[src/rtl/ysyx_22051468_decode_stage.sv]
// ysyx_22051468_decode_stage: registered RV32/RV64 decode stage with valid/ready handshakes,
// a 2-entry skid buffer and serialization after EBREAK/illegal instructions.
module ysyx_22051468_decode_stage #(
   parameter int WIDTH = 64,
   parameter int EN_M  = 1
) (
   input  logic             clk,
   input  logic             rst,
   input  logic             flush,
   input  logic             in_valid,
   output logic             in_ready,
   input  logic [31:0]      in_inst,
   input  logic [WIDTH-1:0] in_pc,
   output logic             out_valid,
   input  logic             out_ready,
   output logic [31:0]      out_inst,
   output logic [WIDTH-1:0] out_pc,
   output logic [4:0]       out_rs1,
   output logic [4:0]       out_rs2,
   output logic [4:0]       out_rd,
   output logic [WIDTH-1:0] out_imm,
   output logic             out_rs1_need,
   output logic             out_rs2_need,
   output logic             out_rd_need,
   output logic [3:0]       out_class,
   output logic [2:0]       out_funct3,
   output logic             out_is_w,
   output logic             out_is_muldiv
);
   localparam logic [3:0] C_R = 4'd0, C_I = 4'd1, C_LD = 4'd2, C_ST = 4'd3, C_BR = 4'd4, C_JAL = 4'd5,
                          C_JALR = 4'd6, C_LUI = 4'd7, C_AUI = 4'd8, C_EBRK = 4'd9, C_ILL = 4'd15;
   localparam bit RV64 = (WIDTH == 64);
   localparam bit HAS_M = (EN_M != 0);
   typedef enum logic {RUN, DRAIN} state_t;
   typedef struct packed {
      logic [31:0]      inst;
      logic [WIDTH-1:0] pc;
      logic [4:0]       rs1, rs2, rd;
      logic [WIDTH-1:0] imm;
      logic             rs1_need, rs2_need, rd_need;
      logic [3:0]       cls;
      logic [2:0]       funct3;
      logic             is_w, is_muldiv;
   } bundle_t;
   bundle_t dec, out_q, out_d, skid_q, skid_d;
   state_t state_q, state_d;
   logic out_valid_q, out_valid_d, skid_valid_q, skid_valid_d, in_fire, out_fire, legal_r, ill;
   logic [6:0] opc, f7;
   logic [2:0] f3;
   logic [3:0] cls;
   logic [WIDTH-1:0] imm, imm_i, imm_s, imm_b, imm_u, imm_j;
   assign opc = in_inst[6:0];
   assign f7 = in_inst[31:25];
   assign f3 = in_inst[14:12];
   assign imm_i = {{(WIDTH-11){in_inst[31]}}, in_inst[30:20]};
   assign imm_s = {{(WIDTH-11){in_inst[31]}}, in_inst[30:25], in_inst[11:7]};
   assign imm_b = {{(WIDTH-12){in_inst[31]}}, in_inst[7], in_inst[30:25], in_inst[11:8], 1'b0};
   assign imm_u = {{(WIDTH-31){in_inst[31]}}, in_inst[30:12], 12'b0};
   assign imm_j = {{(WIDTH-20){in_inst[31]}}, in_inst[19:12], in_inst[20], in_inst[30:21], 1'b0};
   always_comb begin
      legal_r = (f7 == 7'b0000000) || (f7 == 7'b0100000 && (f3 == 3'b000 || f3 == 3'b101)) ||
                (f7 == 7'b0000001 && HAS_M);
      cls = C_ILL;
      imm = '0;
      case (opc)
         7'b0110011: cls = legal_r ? C_R : C_ILL;
         7'b0111011: cls = (legal_r && RV64) ? C_R : C_ILL;
         7'b0010011: begin
            cls = (!RV64 && f3[1:0] == 2'b01 && in_inst[25]) ? C_ILL : C_I;
            imm = imm_i;
         end
         7'b0011011: begin cls = RV64 ? C_I : C_ILL; imm = imm_i; end
         7'b0000011: begin cls = C_LD; imm = imm_i; end
         7'b0100011: begin cls = C_ST; imm = imm_s; end
         7'b1100011: begin cls = C_BR; imm = imm_b; end
         7'b1101111: begin cls = C_JAL; imm = imm_j; end
         7'b1100111: begin cls = C_JALR; imm = imm_i; end
         7'b0110111: begin cls = C_LUI; imm = imm_u; end
         7'b0010111: begin cls = C_AUI; imm = imm_u; end
         7'b1110011: cls = (in_inst == 32'h0010_0073) ? C_EBRK : C_ILL;
         default: cls = C_ILL;
      endcase
      ill = (cls == C_ILL);
      dec = '0;
      dec.inst = in_inst;
      dec.pc = in_pc;
      dec.cls = cls;
      dec.funct3 = f3;
      dec.rs1 = ill ? 5'd0 : in_inst[19:15];
      dec.rs2 = ill ? 5'd0 : in_inst[24:20];
      dec.rd = ill ? 5'd0 : in_inst[11:7];
      dec.imm = ill ? '0 : imm;
      dec.rs1_need = cls inside {C_R, C_I, C_LD, C_ST, C_BR, C_JALR};
      dec.rs2_need = cls inside {C_R, C_ST, C_BR};
      dec.rd_need = cls inside {C_R, C_I, C_LD, C_JAL, C_JALR, C_LUI, C_AUI};
      dec.is_w = !ill && (opc == 7'b0111011 || opc == 7'b0011011);
      dec.is_muldiv = !ill && (opc == 7'b0110011 || opc == 7'b0111011) && f7 == 7'b0000001;
   end
   assign in_ready = !skid_valid_q && state_q == RUN && !rst;
   assign in_fire = in_valid && in_ready;
   assign out_fire = out_valid_q && out_ready;
   // The output register refills from the skid first so ordering stays FIFO.
   always_comb begin
      out_d = out_q;
      out_valid_d = out_valid_q;
      skid_d = skid_q;
      skid_valid_d = skid_valid_q;
      state_d = state_q;
      if (flush) begin
         out_valid_d = 1'b0;
         skid_valid_d = 1'b0;
         state_d = RUN;
      end else begin
         if (in_fire && (dec.cls == C_EBRK || dec.cls == C_ILL)) state_d = DRAIN;
         if (out_fire || !out_valid_q) begin
            out_valid_d = skid_valid_q || in_fire;
            out_d = skid_valid_q ? skid_q : (in_fire ? dec : out_q);
            skid_valid_d = 1'b0;
         end else if (in_fire) begin
            skid_d = dec;
            skid_valid_d = 1'b1;
         end
      end
   end
   always_ff @(posedge clk) begin
      if (rst) begin
         out_q <= '0;
         skid_q <= '0;
         out_valid_q <= 1'b0;
         skid_valid_q <= 1'b0;
         state_q <= RUN;
      end else begin
         out_q <= out_d;
         skid_q <= skid_d;
         out_valid_q <= out_valid_d;
         skid_valid_q <= skid_valid_d;
         state_q <= state_d;
      end
   end
   assign out_valid = out_valid_q;
   assign out_inst = out_q.inst;
   assign out_pc = out_q.pc;
   assign out_rs1 = out_q.rs1;
   assign out_rs2 = out_q.rs2;
   assign out_rd = out_q.rd;
   assign out_imm = out_q.imm;
   assign out_rs1_need = out_q.rs1_need;
   assign out_rs2_need = out_q.rs2_need;
   assign out_rd_need = out_q.rd_need;
   assign out_class = out_q.cls;
   assign out_funct3 = out_q.funct3;
   assign out_is_w = out_q.is_w;
   assign out_is_muldiv = out_q.is_muldiv;
endmodule

[config.mk]
export PLATFORM = sky130hd
export DESIGN_NAME = ysyx_22051468_decode_stage
export DESIGN_NICKNAME = d
export VERILOG_FILES = /design/src/rtl/ysyx_22051468_decode_stage.sv
export SDC_FILE = /design/constraint.sdc
export NUM_CORES = 1
export LEC_CHECK = 0
export ABC_AREA = 1
export CAP_MARGIN = 20
export CORE_ASPECT_RATIO = 1.2
export CORE_MARGIN = 2
export CORE_UTILIZATION = 54
export DETAILED_ROUTE_END_ITERATION = 6
export GPL_TIMING_DRIVEN = 0
export HOLD_SLACK_MARGIN = 0.03
export PLACE_DENSITY = 0.82
export SYNTH_ARGS = -nofsm -noshare
export SYNTH_HDL_FRONTEND = slang
export SYNTH_SLANG_ARGS = --single-unit
[constraint.sdc]
create_clock -name clk -period 5.4 [get_ports clk]
set_clock_uncertainty 0.05 [all_clocks]
set_input_delay 1.08 -clock clk [delete_from_list [all_inputs] [get_ports clk]]
set_output_delay 1.08 -clock clk [all_outputs]
set_load 0.05 [all_outputs]
== Word level (Yosys, flattened, before mapping) ==
Cells that the tools add are included.

* Mux-type cells: 10
* Equal/unequal tests: 26
* Reduce and logical (&&, ||, !) cells: 36
* Bitwise operators: 3

{| class="wikitable"
|+ Operators by type and width
! kind !! count
|-
| 2-to-1 mux 187 bit || 2
|-
| case mux 64 bit (5 select lines) || 1
|-
| 2-to-1 mux 64 bit || 1
|-
| case mux 4 bit (10 select lines) || 1
|-
| == test 7 x 6 -> 1 bit (second input constant) || 5
|-
| == test 32 x 21 -> 1 bit (second input constant) || 1
|-
| == test 7 bit (second input constant) || 4
|-
| == test 7 x 5 -> 1 bit (second input constant) || 3
|-
| == test 4 x 3 -> 1 bit (second input constant) || 4
|-
| 2-to-1 mux 5 bit || 3
|-
| == test 4 bit (second input constant) || 3
|-
| logical AND 1 bit || 9
|-
| == test 4 x 2 -> 1 bit (second input constant) || 2
|-
| logical OR 1 bit || 8
|-
| OR reduction 2 bit || 4
|-
| == test 7 x 1 -> 1 bit (second input constant) || 1
|-
| == test 7 x 2 -> 1 bit (second input constant) || 1
|-
| logical NOT 7 bit || 1
|-
| nonzero test 7 bit || 1
|-
| AND reduction 3 bit || 2
|-
| nonzero test 6 bit || 1
|-
| == test 4 x 1 -> 1 bit (second input constant) || 1
|-
| logical NOT 1 bit || 4
|-
| logical NOT 4 bit || 1
|-
| 9 further kinds || 11
|}

* Bits in registers: 377
* Input bits: 101

== Longest topological paths before layout ==
Gate-level depths: netlist of run 1.

* Word-level depth: 13
* Gate-level depth with buffers: 15

== Worst setup path after synthesis of run 1 ==
No wires, ideal clock.

* Path kind: input-to-reg
* Start: input port rst
* End: register out_q, in the netlist out_imm[10]
* Slack: 2.164 ns
* Library setup time: 0.132 ns
* Arrival time: 3.054 ns
* Path buffers: 3
* Stages on the path: 11
* Path through: clkbuf_1 > nor3_2 > nand2_1 > nand2_1 > inv_1 > nor3_4 > inv_2 > buf_2 > buf_1 > nand2_1 > a21oi_1

* Word-level cells in the longest chain between the ends: 5

{| class="wikitable"
|+ RTL lines
! element !! line !! source
|-
| start, declared || 8 || <nowiki>input logic rst,</nowiki>
|-
| logical NOT 1 bit || 99 || <nowiki>assign in_ready = !skid_valid_q && state_q == RUN && !rst;</nowiki>
|-
| logical AND 1 bit || 99 ||
|-
| via in_ready || 11 || <nowiki>output logic in_ready,</nowiki>
|-
| logical AND 1 bit || 100 || <nowiki>assign in_fire = in_valid && in_ready;</nowiki>
|-
| nonzero test 2 bit (no source line) || - ||
|-
| AND reduction 3 bit (no source line) || - ||
|-
| end signal, assigned || 133 || <nowiki>out_q <= out_d;</nowiki>
|-
| end, declared || 45 || <nowiki>bundle_t dec, out_q, out_d, skid_q, skid_d;</nowiki>
|}

The timed path passes the listed nets, and every way through them passes these cells.
A chain may end at the register's enable or synchronous reset.

==> flow_metrics.tcl, run 1 <==
set metrics [dict create \
    status "finished with violations" \
    violations "design-rule violations" \
    synth_fa_ha_area_frac 0 \
    gr-total-overflow 0 \
    netlist_area_um2 12800 \
    area_growth_pct 33.8 \
    r2r-start "skid_valid_q" \
    gp_congestion 0.953 \
    max_freq_mhz 268 \
    synth-xor-area-share 0 \
    vias 13700 \
    fin_crit_sh 0.691 \
    wl_um 43700 \
    syn_nets 1884 \
    leakagePower_nw 7.33 \
    ctsHoldBuffers 0 \
    grt_pass1_vias 12800 \
    yosys.area_share.simple 0.181 \
    crit_path_max_fanout 34 \
    worst_slack_ns 1.67 \
    hold_path_depth 2 \
    multi_input_area_um2 5410 \
    fill_cells 1931 \
    drc 2 \
    rsz0062_at_grt "no" \
    reg2regPathDepth 10 \
    use_met1 0.416 \
    busiest_layer "met2" \
    grt_pass1_wl_um 67600 \
    routed_via_density 5.62 \
    arrival_ns 2.60 \
    hold_viol_final 0 \
    root_buffer "clkbuf_16" \
    synth_compound_area_frac 0.241 \
    yosysSeqAreaShare 0.480 \
    num_rows 61 \
    placed_area_um2 16100 \
    wire_per_inst_um 17.9 \
    dieArea_um2 25000 \
    numCtsBuffers 30 \
    postLayoutCoreUtil 0.739 \
    synthMuxAreaShare 0 \
    fin_tns_setup_ns 0 \
    r2r_setup_slack_ns 2.44 \
    use_met2 0.560 \
    grt_max_degree 35 \
    drt_iter0_markers 1248 \
    grt.met3_usage 0.0789 \
    powerDensity_nw_per_um2 303 \
    worstHoldEndpoint "out_imm[13]" \
    dpl_worst_slack_ns 1.81 \
    io_pins 290 \
    worstPathRequired_ns 4.27 \
    clk_latency_ns 0.55 \
    finalInstanceArea_um2 17100 \
    dr.pass1.iters 7 \
    tightest_slew_ns 1.01 \
    synthDistinctLibCells 30 \
    critPathCaptureType "output pin" \
    ys_ff_latch 307 \
    die_h_um 173 \
    antenna_cells 0 \
    syn_avg_cell_area_um2 7.18 \
    cts_tree "done" \
    peakVddDrop_mv 0.251 \
    min_from "out_imm[13]" \
    initial_core_util 0.552 \
    ys_warn_count 0 \
    startpoint_type "register" \
    worstSetupPathType "reg2out" \
    register_area_um2 6150 \
    synth_top_area_share 0.480 \
    antenna_found_initial 1 \
    netlist_instances 1783 \
    cts_max_level 1 \
    clkTransAtPathRegs_ns 0.07 \
    dpl.hpwl_um 31200 \
    drv_slew 0 \
    layout.nets 2204 \
    hp-class "reg2reg" \
    r2r_end "out_class[2]" \
    clockBufferDepth 3 \
    synth_area_leader_cell "dfxtp_1" \
    track_usage 0.339 \
    setup_violations 0 \
    synth_area_leaders "dfxtp_1 (48%), o21ai_0 (11%), nand2_1 (10%), a21oi_1 (7.1%), nor2_1 (6.5%)" \
    max_cap_violations 0 \
    drive_gt1_frac 0.0592 \
    synth_top_family_by_area "compound AO/OA/AOI/OAI gates" \
    finalCriticalPeriod_ns 3.73 \
    coreArea_um2 23200 \
    cts_resized 0 \
    postCtsSetupBuffers 0 \
    antenna_left 0 \
    io_buffers 288 \
    relSlewSlack 0.326 \
    die_x_um 145 \
    clock-sinks 307 \
]
logic make-up (layout without fill, tap and decap cells):
group / after synthesis / count (layout)
AOI/OAI and AO/OA: 587 / 587
buffers and inverters: 288 / 632
DFF: 307 / 307
and+or+nand+nor: 601 / 601
area by class of cell:
cell class                      instances  share of cell area
Buffer                                170              0.0472
Clock buffer                           45              0.0530
Clock inverter                         11             0.00847
Inverter                              118              0.0258
Multi-Input combinational cell       1188               0.316
Sequential cell                       307               0.359
Tap cell                              315              0.0230
Timing Repair Buffer                  288               0.168
worst max-delay path, stage by stage, from the launching register on:
cell,delay [ns]
dfxtp_1,0.99
buf_4,0.24
clkdlybuf4s50_1,0.81
where the power goes:
group / switching [mW] / internal [mW] / leakage [nW]
registers: 0.0317 / 2.32 / 2.49
logic: 0.406 / 0.216 / 4.33
clock network: 0.909 / 1.31 / 0.510
registers in the layout (all words and copies together), names as in the netlist, 4 cells and up:
name       count
out_imm       32
skid_q       152
out_class      4
out_inst      32
out_rs2        5
out_pc        64
out_rd         5
out_rs1        5
through the flow:
stage | std cells | hold slack [ns] | power, mW
final | 2442 | 0.412 | 5.18
after global routing | 2442 | 0.432 | 5.32
after CTS | 2442 | 0.414 | 5.18
after detailed placement | 2386 | 0.404 | 3.01
after global placement | 2386 | 0.403 | 3.00
after floorplan | 1783 | 0.406 | 2.74
layer usage:
| metal | up-vias | wire length [um] |
|---|---|---|
| li1 | 6485 | - |
| met3 | 150 | 4370 |
| met5 | - | 13 |
| met1 | 6325 | 16500 |
| met4 | 2 | 2240 |
| met2 | 754 | 20500 |
cell usage after synthesis (all sizes together):
cell type and instances:
a31oi 96, buf 70, o21ai 300, nand4 1
and2 1, nor3 5, o21a 1, o211ai 1
o221ai 1, nor2 224, nand3b 1, o22ai 5
dfxtp 307, clkbuf 100, nand2 357, a21oi 183
nand3 12, inv 118
cells in the final DEF (no fill, tap or decap), types with 2 or more instances in the layout:
cell type / count
dfxtp_1: 307
o22ai_1: 5
nor2_2: 3
inv_2: 4
o21ai_0: 291
a31oi_1: 96
bufinv_16: 3
a21oi_2: 2
nand3_1: 11
clkbuf_16: 31
nor3_1: 3
inv_1: 114
clkbuf_8: 8
buf_2: 26
o21ai_1: 8
clkinvlp_4: 3
buf_4: 35
buf_1: 8
nand2_1: 356
a21oi_1: 181
clkinv_2: 3
nor2_1: 221
clkdlybuf4s50_1: 288
clkbuf_1: 106
worst max-delay path by stage:
stage / start / to / slack (ns) / cells past startpoint
finish: out_imm[62] / out_imm[57] / 1.67 / 2
global placement: in_inst[6] / out_imm[30] / 1.77 / 15
floorplan: rst / out_imm[10] / 2.16 / 11
CTS: out_imm[62] / out_imm[57] / 1.66 / 2
global route: out_imm[62] / out_imm[57] / 1.53 / 2
detailed placement: in_inst[6] / out_imm[30] / 1.81 / 15
(Power assumes the default switching activity.)
==> run 2: changes to the inputs <==
--- a/config.mk
+++ b/config.mk
@@ -9,11 +9,11 @@
 export CAP_MARGIN = 20
 export CORE_ASPECT_RATIO = 1.2
 export CORE_MARGIN = 2
-export CORE_UTILIZATION = 54
+export CORE_UTILIZATION = 46
 export DETAILED_ROUTE_END_ITERATION = 6
 export GPL_TIMING_DRIVEN = 0
 export HOLD_SLACK_MARGIN = 0.03
-export PLACE_DENSITY = 0.82
+export PLACE_DENSITY = 0.74
 export SYNTH_ARGS = -nofsm -noshare
 export SYNTH_HDL_FRONTEND = slang
 export SYNTH_SLANG_ARGS = --single-unit
==> constraint.sdc (replaced) <==
create_clock -name clk -period 3.1 [get_ports clk]
set_clock_uncertainty 0.05 [all_clocks]
set_input_delay 0.62 -clock clk [delete_from_list [all_inputs] [get_ports clk]]
set_output_delay 0.62 -clock clk [all_outputs]
set_load 0.05 [all_outputs]
==> flow_metrics.tcl, run 2 (same netlist as run 1, synthesis figures left out) <==
set metrics [dict create \
    routed_via_density 5.43 \
    drive_gt1_frac 0.0628 \
    powerDensity_nw_per_um2 536 \
    worstSetupPathType "reg2out" \
    cts_tree "done" \
    dpl_worst_slack_ns -0.160 \
    wire_per_inst_um 17.6 \
    initial_core_util 0.470 \
    power.switching_mw 2.41 \
    status "finished clean" \
    hp-class "reg2reg" \
    rsz0062_at_grt "no" \
    placed_area_um2 16100 \
    seq_power_share 0.441 \
    finalInstanceArea_um2 17300 \
    io_pins 290 \
    cpPeakStageDelay_ns 0.81 \
    critPathCaptureType "output pin" \
    intPower_mw 6.85 \
    cp_slowest_cell "clkdlybuf4s50_1" \
    wl_um 43500 \
    max_freq_mhz 349 \
    arrival_ns 2.19 \
    grt_pass1_vias 12500 \
    dpl.hpwl_um 31400 \
    numCtsBuffers 34 \
    worst_slack_ns 0.237 \
    layout_common_cells "nand2_1 (356), dfxtp_1 (306), o21ai_0 (291), clkdlybuf4s50_1 (288), nor2_1 (221)" \
    die_x_um 156 \
    track_usage 0.288 \
    relSlewSlack 0.384 \
    worstPathCellList "buf_4 -> clkdlybuf4s50_1" \
    clk_latency_ns 0.51 \
    cts_max_level 2 \
    coreArea_um2 27300 \
    die_h_um 187 \
    dieArea_um2 29200 \
    fill_cells 2475 \
    io_buffers 288 \
    regMostFlops "skid_q" \
    leakagePower_nw 7.39 \
    fin_crit_sh 0.923 \
    antenna_found_initial 0 \
    clockPowerShare 0.441 \
    gr-total-overflow 0 \
    drc 0 \
    clkTransAtPathRegs_ns 0.06 \
    worstPathRequired_ns 2.43 \
    clockBufferDepth 3 \
    setup_violations 0 \
    drt_iter0_markers 1103 \
    vias 13400 \
    max_cap_violations 0 \
    grt_max_degree 35 \
    root_buffer "clkbuf_16" \
    register_area_um2 6150 \
    dr.pass1.iters 5 \
    gp_congestion 0.956 \
    swShare 0.261 \
    multi_input_area_um2 5410 \
    clock-sinks 307 \
    drv_slew 0 \
    finalCriticalPeriod_ns 2.86 \
    area_growth_pct 35.0 \
    combPwrFrac 0.117 \
    largest_reg_flops 152 \
    layout.nets 2211 \
    layout_commonest_cell "nand2_1" \
    startpoint_type "register" \
    peakVddDrop_mv 0.476 \
    tightest_slew_ns 0.924 \
    crit_path_max_fanout 34 \
    grt_pass1_wl_um 67100 \
    hold_viol_final 0 \
    antenna_left 0 \
    num_rows 66 \
]
==> run 2: final cells by class <==
| type | count | share of cell area |
|---|---|---|
| Antenna cell | 1 | 0.000145 |
| Inverter | 118 | 0.0256 |
| Buffer | 170 | 0.0468 |
| Multi-Input combinational cell | 1188 | 0.313 |
| Sequential cell | 307 | 0.356 |
| Tap cell | 340 | 0.0246 |
| Clock buffer | 48 | 0.0581 |
| Clock inverter | 11 | 0.00680 |
| Timing Repair Buffer | 291 | 0.169 |
==> run 2: worst paths after layout <==
path                       from             to  slack, ns  cells past startpoint
setup / recovery    out_imm[62]    out_imm[61]       0.24                      2
hold / removal    out_is_muldiv  out_is_muldiv       0.41                      2
setup reg to reg   skid_valid_q     out_pc[61]       0.32                     10
hold reg to reg   out_is_muldiv  out_is_muldiv       0.41                      2
==> run 2: power groups by stage <==
stage               Combinational (mW)  Clock, mW  Sequential (mW)
floorplan                        0.332          0             4.43
global placement                  1.06          0             4.17
detailed placement                1.07          0             4.17
CTS                               1.07       4.09             4.09
global route                      1.15       4.27             4.09
finish                            1.09       4.08             4.09
==> run 2: critical path, delay by kind of cell (launching register included) <==
kind / cells / cell delay (ns)
flip-flops: 1 / 0.68
buffers and inverters: 2 / 1.01
==> run 2: through the flow <==
step | TNS [ns] | hold WS (ns) | utilization | cells | power, mW
3_5_place_dp | -3.21 | 0.407 | 0.591 | 2411 | 5.24
3_3_place_gp | -3.05 | 0.405 | 0.591 | 2411 | 5.24
5_1_grt | 0 | 0.432 | 0.634 | 2473 | 9.52
6_report | 0 | 0.413 | 0.634 | 2474 | 9.26
2_1_floorplan | 0 | 0.406 | - | 1783 | 4.76
4_1_cts | 0 | 0.416 | 0.633 | 2470 | 9.25
==> run 2: timing repair <==
item                                    in CTS  in global routing
endpoints found under the setup margin      33                 28
gates resized for setup                      1                  0
hold buffers                                 0                  0
pin swaps                                    0                  1
buffers inserted                             0                  3
==> run 2: layer usage <==
metal	GRT usage	wire length [um]	share of wire	vias up
li1	-	-	-	6487
met1	0.354	17400	0.40	6259
met2	0.482	20500	0.47	591
met3	0.0641	3690	0.085	107
met4	0.124	1990	0.046	0
met5	0	0	0	-
